### src/rtl/wrapping_count_unwrapper_pkg.sv
`default_nettype none
// ============================================================================
// Module      : wrapping_count_unwrapper_pkg
// Description : Shared types for the wrapping-count unwrapper. Provides the
//               classification of an observed sample against the last
//               accepted count.
// Revision    : 1.0 - initial release
// ============================================================================
package wrapping_count_unwrapper_pkg;

    // Result of comparing a sampled count against the reference value.
    typedef enum logic [2:0] {
        CLS_IDLE  = 3'd0,   // no sample this cycle
        CLS_EQUAL = 3'd1,   // same value, no step
        CLS_INC   = 3'd2,   // +1 step (modulo RANGE)
        CLS_DEC   = 3'd3,   // -1 step (modulo RANGE)
        CLS_JUMP  = 3'd4,   // illegal multi-step jump
        CLS_RANGE = 3'd5    // value outside 0..RANGE-1
    } step_class_t;

endpackage
`default_nettype wire

### src/rtl/wrapping_counter.sv
`default_nettype none
// ============================================================================
// Module      : wrapping_counter
// Description : Modulo-RANGE up/down counter. Simultaneous increment and
//               decrement cancel out. Power-of-two ranges use natural
//               overflow; other ranges wrap explicitly at RANGE-1 / 0.
// Ports       : clock      - rising-edge clock
//               resetn     - asynchronous active-low reset
//               increment  - count +1 (wraps RANGE-1 -> 0)
//               decrement  - count -1 (wraps 0 -> RANGE-1)
//               count      - current count value
// Revision    : 1.0 - initial release
// ============================================================================
module wrapping_counter #(
    parameter int RANGE       = 4,
    parameter int WIDTH       = (RANGE > 1) ? $clog2(RANGE) : 1,
    parameter int RESET_VALUE = 0
) (
    input  logic             clock,
    input  logic             resetn,
    input  logic             increment,
    input  logic             decrement,
    output logic [WIDTH-1:0] count
);

    localparam bit               C_FULL = ((1 << WIDTH) == RANGE);
    localparam logic [WIDTH-1:0] C_MAX  = WIDTH'(RANGE - 1);

    logic [WIDTH-1:0] w_next;
    logic [WIDTH-1:0] w_prev;

    generate
        if (C_FULL) begin : g_pow2
            assign w_next = count + 1'b1;
            assign w_prev = count - 1'b1;
        end else begin : g_npow2
            assign w_next = (count == C_MAX) ? '0 : count + 1'b1;
            assign w_prev = (count == '0) ? C_MAX : count - 1'b1;
        end
    endgenerate

    always_ff @(posedge clock or negedge resetn) begin
        if (!resetn) begin
            count <= WIDTH'(RESET_VALUE);
        end else if (increment && !decrement) begin
            count <= w_next;
        end else if (decrement && !increment) begin
            count <= w_prev;
        end
    end

endmodule
`default_nettype wire

### src/rtl/wrapping_count_unwrapper.sv
`default_nettype none
// ============================================================================
// Module      : wrapping_count_unwrapper
// Description : Follows a wrapped count sampled from a remote wrapping
//               counter, emits +1/-1 step and wrap pulses, keeps a lap count
//               and an unwrapped extended count. Illegal jumps resynchronise
//               the reference value.
// Ports       : clock          - rising-edge clock
//               resetn         - asynchronous active-low reset
//               count_valid    - count is sampled this cycle
//               count          - observed wrapped count
//               error_clear    - clears the sticky error flag
//               step_increment - one-cycle pulse on a +1 step
//               step_decrement - one-cycle pulse on a -1 step
//               wrapped        - one-cycle pulse on a wrap in either direction
//               laps           - signed-modulo lap count
//               extended       - unwrapped count
//               error          - sticky illegal-jump / out-of-range flag
// Config      : WRAPPING_COUNT_UNWRAPPER_ERROR_EN enables jump/range checking
//               and the error flag; otherwise error is tied low.
// Revision    : 1.0 - initial release
// ============================================================================
module wrapping_count_unwrapper
    import wrapping_count_unwrapper_pkg::*;
#(
    parameter int RANGE          = 4,
    parameter int RANGE_LOG2     = (RANGE > 1) ? $clog2(RANGE) : 1,
    parameter int LAP_WIDTH      = 8,
    parameter int EXTENDED_WIDTH = 16,
    parameter int RESET_VALUE    = 0
) (
    input  logic                      clock,
    input  logic                      resetn,
    input  logic                      count_valid,
    input  logic [RANGE_LOG2-1:0]     count,
    input  logic                      error_clear,
    output logic                      step_increment,
    output logic                      step_decrement,
    output logic                      wrapped,
    output logic [LAP_WIDTH-1:0]      laps,
    output logic [EXTENDED_WIDTH-1:0] extended,
    output logic                      error
);

    // Range check is needed whenever the count field can encode values that
    // the remote counter never produces (non-pow2 RANGE, and RANGE==1).
    localparam bit                    C_FULL  = ((1 << RANGE_LOG2) == RANGE);
    localparam logic [RANGE_LOG2-1:0] C_MAX   = RANGE_LOG2'(RANGE - 1);
    localparam logic [RANGE_LOG2-1:0] C_RESET = RANGE_LOG2'(RESET_VALUE);

    function automatic logic [RANGE_LOG2-1:0] next_val(input logic [RANGE_LOG2-1:0] v);
        if (C_FULL) return v + 1'b1;
        else        return (v == C_MAX) ? '0 : v + 1'b1;
    endfunction

    function automatic logic [RANGE_LOG2-1:0] prev_val(input logic [RANGE_LOG2-1:0] v);
        if (C_FULL) return v - 1'b1;
        else        return (v == '0) ? C_MAX : v - 1'b1;
    endfunction

    logic [RANGE_LOG2-1:0] r_last;
    logic                  w_in_range;
    step_class_t           w_class;
    logic                  w_inc;
    logic                  w_dec;
    logic                  w_lap_up;
    logic                  w_lap_dn;

    assign w_in_range = C_FULL ? 1'b1 : (count <= C_MAX);

    // Increment is tested before decrement so RANGE==2 resolves to +1.
    always_comb begin
        w_class = CLS_IDLE;
        if (count_valid) begin
            if (!w_in_range)                      w_class = CLS_RANGE;
            else if (count == r_last)             w_class = CLS_EQUAL;
            else if (count == next_val(r_last))   w_class = CLS_INC;
            else if (count == prev_val(r_last))   w_class = CLS_DEC;
            else                                  w_class = CLS_JUMP;
        end
    end

    assign w_inc    = (w_class == CLS_INC);
    assign w_dec    = (w_class == CLS_DEC);
    assign w_lap_up = w_inc && (r_last == C_MAX);
    assign w_lap_dn = w_dec && (r_last == '0);

    always_ff @(posedge clock or negedge resetn) begin
        if (!resetn) begin
            r_last         <= C_RESET;
            step_increment <= 1'b0;
            step_decrement <= 1'b0;
            wrapped        <= 1'b0;
            extended       <= EXTENDED_WIDTH'(RESET_VALUE);
        end else begin
            step_increment <= w_inc;
            step_decrement <= w_dec;
            wrapped        <= w_lap_up || w_lap_dn;
            // Every in-range sample becomes the new reference, which also
            // resynchronises after an illegal jump.
            if (count_valid && w_in_range) begin
                r_last <= count;
            end
            if (w_inc) begin
                extended <= extended + 1'b1;
            end else if (w_dec) begin
                extended <= extended - 1'b1;
            end
        end
    end

    wrapping_counter #(
        .RANGE       (2 ** LAP_WIDTH),
        .WIDTH       (LAP_WIDTH),
        .RESET_VALUE (0)
    ) u_laps (
        .clock     (clock),
        .resetn    (resetn),
        .increment (w_lap_up),
        .decrement (w_lap_dn),
        .count     (laps)
    );

`ifdef WRAPPING_COUNT_UNWRAPPER_ERROR_EN
    logic w_err_event;
    assign w_err_event = (w_class == CLS_JUMP) || (w_class == CLS_RANGE);

    // A new error wins over a simultaneous clear.
    always_ff @(posedge clock or negedge resetn) begin
        if (!resetn) begin
            error <= 1'b0;
        end else if (w_err_event) begin
            error <= 1'b1;
        end else if (error_clear) begin
            error <= 1'b0;
        end
    end
`else
    logic w_unused_error_clear;
    assign w_unused_error_clear = error_clear;
    assign error                = 1'b0;
`endif

endmodule
`default_nettype wire

### config.mk
export PLATFORM = sky130hd
export DESIGN_NAME = wrapping_count_unwrapper
export DESIGN_NICKNAME = d
export VERILOG_FILES = /design/src/rtl/wrapping_count_unwrapper_pkg.sv /design/src/rtl/wrapping_counter.sv /design/src/rtl/wrapping_count_unwrapper.sv
export SDC_FILE = /design/constraint.sdc
export NUM_CORES = 1
export LEC_CHECK = 0
export CORE_ASPECT_RATIO = 1.5
export CORE_MARGIN = 4
export CORE_UTILIZATION = 50
export DETAILED_ROUTE_END_ITERATION = 8
export HOLD_SLACK_MARGIN = 0.12
export PLACE_DENSITY = 0.85
export SLEW_MARGIN = 20
export SYNTH_ARGS = -nofsm -noshare
export SYNTH_HDL_FRONTEND = slang
export SYNTH_SLANG_ARGS = --single-unit
### constraint.sdc
create_clock -name clock -period 4.4 [get_ports clock]
set_input_delay 0.88 -clock clock [delete_from_list [all_inputs] [get_ports clock]]
set_output_delay 0.88 -clock clock [all_outputs]
set_load 0.02 [all_outputs]
# Word level (Yosys, flattened, before mapping)
# Cells that the tools add are included.
# word_totals
wordCells,41
out_inout_bits,28
ff_bits,29
inputBits,6
# classes
n_reduce_logical,10
n_addsub,6
mux,13
eq_ne,6
# ops
operator,count
$mux W16,2
$add A16 B1 Y16 const B,1
$mux W8,2
$sub A16 B1 Y16 const B,1
$mux W3,4
$mux W2,5
$add A8 B1 Y8 const B,1
$sub A8 B1 Y8 const B,1
$eq A2 B2 Y1,3
$eq A3 B2 Y1 const B,2
$logic_and A1 B1 Y1,4
$reduce_bool A2 Y1,2
$add A2 B1 Y2 const B,1
$eq A2 B2 Y1 const B,1
$logic_not A1 Y1,2
$logic_not A2 Y1,1
$sub A2 B1 Y2 const B,1
$logic_or A1 B1 Y1,1

# Logic depth before layout (Yosys ltp)
# depth
depth_word,18
depth_mapped,16
mapped_depth_nobuf,16

# Modules after synthesis
# A second synthesis with hierarchy kept.
# hier_totals
cells_unflattened,234
area_unflattened_um2,2143.3
# modules_own_cells
mod,area_per_inst_um2,n_inst,cells_per_inst
wrapping_count_unwrapper,1540.2,1,168
wrapping_counter,603.1,1,66

# Worst setup path before layout
# No wires, ideal clock.
# synth_timing
path_kind,in2reg
start,in count[0]
end,reg u_laps.count[7]
arrival_time_ps,3604
setup_ps,128
n_path_buf,1
setup_slack_ps,667
cell_stages,16
cell_sequence,xor2_1 > and2_1 > clkbuf_1 > nand2_1 > inv_1 > nand2_1 > inv_1 > ha_1 > inv_1 > ha_1 > a21o_1 > a21oi_2 > o211ai_1 > a21o_1 > a21bo_2 > xnor2_1
# synth_between
elab_chain_cells,10
elab_cells_between_ends,17
classes_between,5 x eq/ne; 5 x mux; 7 x reduce/logical
# synth_rtl
element,line_no,source
from (decl),wrapping_count_unwrapper.sv:35,"input logic [RANGE_LOG2-1:0] count,"
$eq A2 B2 Y1,wrapping_count_unwrapper.sv:78,else if (count == prev_val(r_last)) w_class = CLS_DEC;
$mux W3,wrapping_count_unwrapper.sv:78,
$mux W3,wrapping_count_unwrapper.sv:77,else if (count == next_val(r_last)) w_class = CLS_INC;
$mux W3 *,wrapping_count_unwrapper.sv:76,else if (count == r_last) w_class = CLS_EQUAL;
$mux W3 *,wrapping_count_unwrapper.sv:74,if (count_valid) begin
$eq A3 B2 Y1 *,wrapping_count_unwrapper.sv:83,assign w_inc = (w_class == CLS_INC);
via w_inc,wrapping_count_unwrapper.sv:64,logic w_inc;
$logic_and A1 B1 Y1 *,wrapping_count_unwrapper.sv:85,assign w_lap_up = w_inc && (r_last == C_MAX);
$logic_not A1 Y1,wrapping_counter.sv:47,end else if (decrement && !increment) begin
$logic_and A1 B1 Y1,wrapping_counter.sv:47,
$reduce_bool A2 Y1 (no line),-,
to (signal assigned),wrapping_counter.sv:44,count <= WIDTH'(RESET_VALUE);
to (signal assigned),wrapping_counter.sv:46,count <= w_next;
to (signal assigned),wrapping_counter.sv:48,count <= w_prev;
to (decl),wrapping_counter.sv:23,output logic [WIDTH-1:0] count
# The timed path passes the listed nets; every way through them passes the cells marked *.
# A chain may end at the register's enable or synchronous reset.

# Worst setup path in the final report
# Same ends and word-level chain as after synthesis.

==> summary.md <==
| Metric | Value |
|---|---|
| PwrDens | `857 nW/um^2` |
| TritonRoute pass-1 iters | `4` |
| Synth top cells by count | `nand2_1, dfrtp_1, ha_1` |
| Net Sw Frac | `44.6%` |
| Placer Congestion | `0.947` |
| TritonCTS Sinks | `29` |
| TNS Setup | `0 ns` |
| CP top delay family | `compound AO/OA/AOI/OAI gates` |
| Leakage | `1.20 nW` |
| Async SR Flop Fraction | `100%` |
| Fmax | `272 MHz` |
| Crit-path cells | `clkdlybuf4s50_1, xor2_1, and2_1, nand2_1, inv_1, nand2_1, inv_1, ha_1, inv_1, ha_1, a21o_1, a21oi_2, o211ai_1, a21o_1, a21bo_2, xnor2_1` |
| Vias | `1,778` |
| CP arrival | `3.85 ns` |
| Predominant post-synthesis flop cell | `dfrtp_1` |
| Post-route antenna net violation count | `0` |
| Synth area leaders | `dfrtp_1, ha_1, nand2_1` |
| IO Port Bufs | `31` |
| Number of max-cap violations | `0` |
| Netlist cell types | `39` |
| Core ar. | `4060 um^2` |
| CTS Root Cell | `clkbuf_8` |
| Die X | `61.5 um` |
| CTS Buf Count | `5` |
| Warnings from Yosys | `0` |
| Final instance area | `2640 um^2` |
| Switching pwr | `1.01 mW` |
| DRC | `0` |
| # rows | `28` |
| Sequential share of power | `21.2%` |
| Leading cell type by number of instances after synthesis | `nand2_1` |
| Area added between synthesis and finish | `23.0%` |
| PostCTS Resize Cnt | `0` |
| Yosys top cell area share | `33.8%` |
| CP required | `4.56 ns` |
| Net count, final | `301` |
| N_diodes | `0` |
| Cell count after synthesis | `230` |
| Worst-case clock buffer depth | `2` |
| Combinational share of power | `65.8%` |
| Hold-fix buffers, CTS | `0` |
| GRT Residual Overflow | `0` |
| Die height | `88.3 um` |
| Fin Hold WS | `0.470 ns` |
| Die area | `5430 um^2` |
| Metal2 WL | `2.41 mm` |
| Clk slew on worst S/H paths | `0.06 ns` |
| Crit-path max FO | `7` |
| Status | `finished, final reports clean` |
| Crit end category | `flop` |
| Clock power frac | `13.0%` |
| First-pass GRT wire length | `7.76 mm` |
| Vias in the first global route | `1,798` |
| Synth Net Count | `264` |
| Clock period minus worst slack | `3.68 ns` |
| Met3 WL | `164 um` |
| Final WL | `4.55 mm` |
| First-iteration detailed-routing DRC count | `62` |
| Final-report max-slew violation count | `0` |
| Crit path top cell by count | `inv_1` |
| RSZ-0062 raised after global routing | `false` |
| Post-Syn Area per Cell | `9.35 um^2` |
| Synth area leader | `dfrtp_1` |
| Fill cell count | `338` |
| Share of the yosys chip area belonging to registers | `33.8%` |
| Top Metal Used | `met4` |
| Clock Skews | `0.0128 ns` |
| Startpoint Class | `input port` |
| Antenna violations before repair | `0` |
| Total track usage | `18.9%` |
| Vias per cell | `5.68` |
| Setup-failing EPs final | `0` |
| # IOs | `34` |
| Cell area after synthesis | `2150 um^2` |
| Post-synth EDFFs | `0` |
| Clk Latency, worst-skew pair | `0.29 ns` |
| CTS H-tree lvls | `2` |
| Critical setup path kind | `input port to flop` |
| CP max stage cell | `clkdlybuf4s50_1` |
| Worst path max stage delay | `0.52 ns` |
| Hold Crit Class | `flop to flop` |
| Initial Util | `52.9%` |
| Area after DPL | `2520 um^2` |
| Internal | `1.26 mW` |
| Worst VDD drop | `0.540 mV` |
| Hpwl dp | `3.45 mm` |
| Setup bufs post-CTS | `0` |
| Yosys reg bits | `29` |
| Fraction of layout cells with a size suffix above 1 | `11.9%` |
| Largest net degree at the start of global routing | `30` |
| Final Hold Fails | `0` |
| Tcrit/Tclk final | `83.7%` |
| M1 wire length | `1.86 mm` |
| Buffers and inverters on the worst path | `4` |
| Total Power | `2.27 mW` |
| CTS tree | `built` |
| Post-DR wirelength/cell | `14.5 um` |
-- registers in the layout, indices dropped and copies added (netlist names) --
signal          cells
wrapped             1
r_last              2
u_laps.count        8
extended           16
step_decrement      1
step_increment      1
-- stage by stage --
| step | instances | setup WS [ns] | util, % |
|---|---|---|---|
| after detailed placement | 305 | 0.431 | 62.1 |
| after global routing | 313 | 0.360 | 65.1 |
| after global placement | 305 | 0.474 | 62.1 |
| after CTS | 313 | 0.715 | 65.1 |
| final | 313 | 0.717 | 65.1 |
| after floorplan | 230 | 0.667 | - |
-- worst register-to-register path: stages (launching register included) --
cell,delay (ns)
dfrtp_1,0.40
inv_1,0.08
ha_1,0.33
xnor2_1,0.31
nand2_1,0.13
inv_1,0.12
nand2_1,0.09
inv_1,0.06
ha_1,0.22
inv_1,0.16
ha_1,0.30
a21o_1,0.18
a21oi_2,0.19
o211ai_1,0.17
a21o_1,0.19
a21bo_2,0.21
xnor2_1,0.11
-- logic make-up (layout without fill, tap and decap cells) --
group	after synthesis	after routing	synth area share [%]
multiplexers	8	8	4.13
AO/OA/AOI/OAI	58	58	18.3
buffers and inverters	16	54	2.97
AND/OR/NAND/NOR	69	69	15.1
XOR/XNOR	21	21	8.56
adder cells (fa/ha/maj)	28	28	17.0
flip-flops	29	29	33.8
other	1	1	0.174
-- final timing paths --
kind	slack (ns)	start	depth (start not counted)	to
setup / recovery	0.72	count[0]	16	u_laps.count[7]
hold / removal	0.47	u_laps.count[7]	1	u_laps.count[7]
setup reg to reg	1.01	r_last[0]	16	u_laps.count[7]
hold reg to reg	0.47	u_laps.count[7]	1	u_laps.count[7]
max in group asynchronous	3.14	resetn	2	extended[9]
min in group asynchronous	0.97	resetn	2	u_laps.count[4]
-- cell type report --
type | instances | area (um^2) | area share [%]
clock buffer | 6 | 82.6 | 3.12
sequential | 29 | 726 | 27.4
timing repair buffer | 35 | 340 | 12.9
clock inverter | 2 | 37.5 | 1.42
tap | 45 | 56.3 | 2.13
multi-input combinational | 185 | 1360 | 51.4
inverter | 11 | 41.3 | 1.56
-- power groups by stage --
stage          registers (mW)  logic (mW)  clock network [mW]
2_1_floorplan           0.609       0.927                   0
5_1_grt                 0.500        1.66               0.313
4_1_cts                 0.483        1.50               0.301
3_3_place_gp            0.481        1.44                   0
6_report                0.481        1.49               0.294
3_5_place_dp            0.487        1.49                   0
-- placed cells by master (no fill, tap or decap), drive strengths merged --
| cell | count |
|---|---|
| nand2 | 35 |
| o21a | 4 |
| ha | 26 |
| and4 | 1 |
| bufinv | 1 |
| dfrtp | 29 |
| conb | 1 |
| and2 | 2 |
| nand2b | 3 |
| a21o | 8 |
| a311o | 1 |
| a21bo | 1 |
| buf | 4 |
| or4 | 1 |
| a31oi | 2 |
| o2111ai | 1 |
| a211o | 1 |
| o21ai | 18 |
| xor2 | 11 |
| fa | 2 |
| nor2b | 1 |
| inv | 11 |
| nand3 | 7 |
| nand4 | 4 |
| clkbuf | 6 |
| xnor2 | 10 |
| o21bai | 2 |
| o31ai | 1 |
| clkdlybuf4s50 | 31 |
| a21oi | 14 |
| mux2i | 1 |
| mux2 | 7 |
| nor3 | 6 |
| nor2 | 9 |
| a211oi | 1 |
| o211ai | 4 |
| clkinvlp | 1 |
-- layer usage --
layer | global-route usage, % | vias to the layer above
met5 | 0 | -
li1 | - | 881
met4 | 9.65 | 0
met1 | 21.0 | 848
met2 | 32.5 | 37
met3 | 4.67 | 12
No activity file was read; power rests on OpenSTA's default activity.
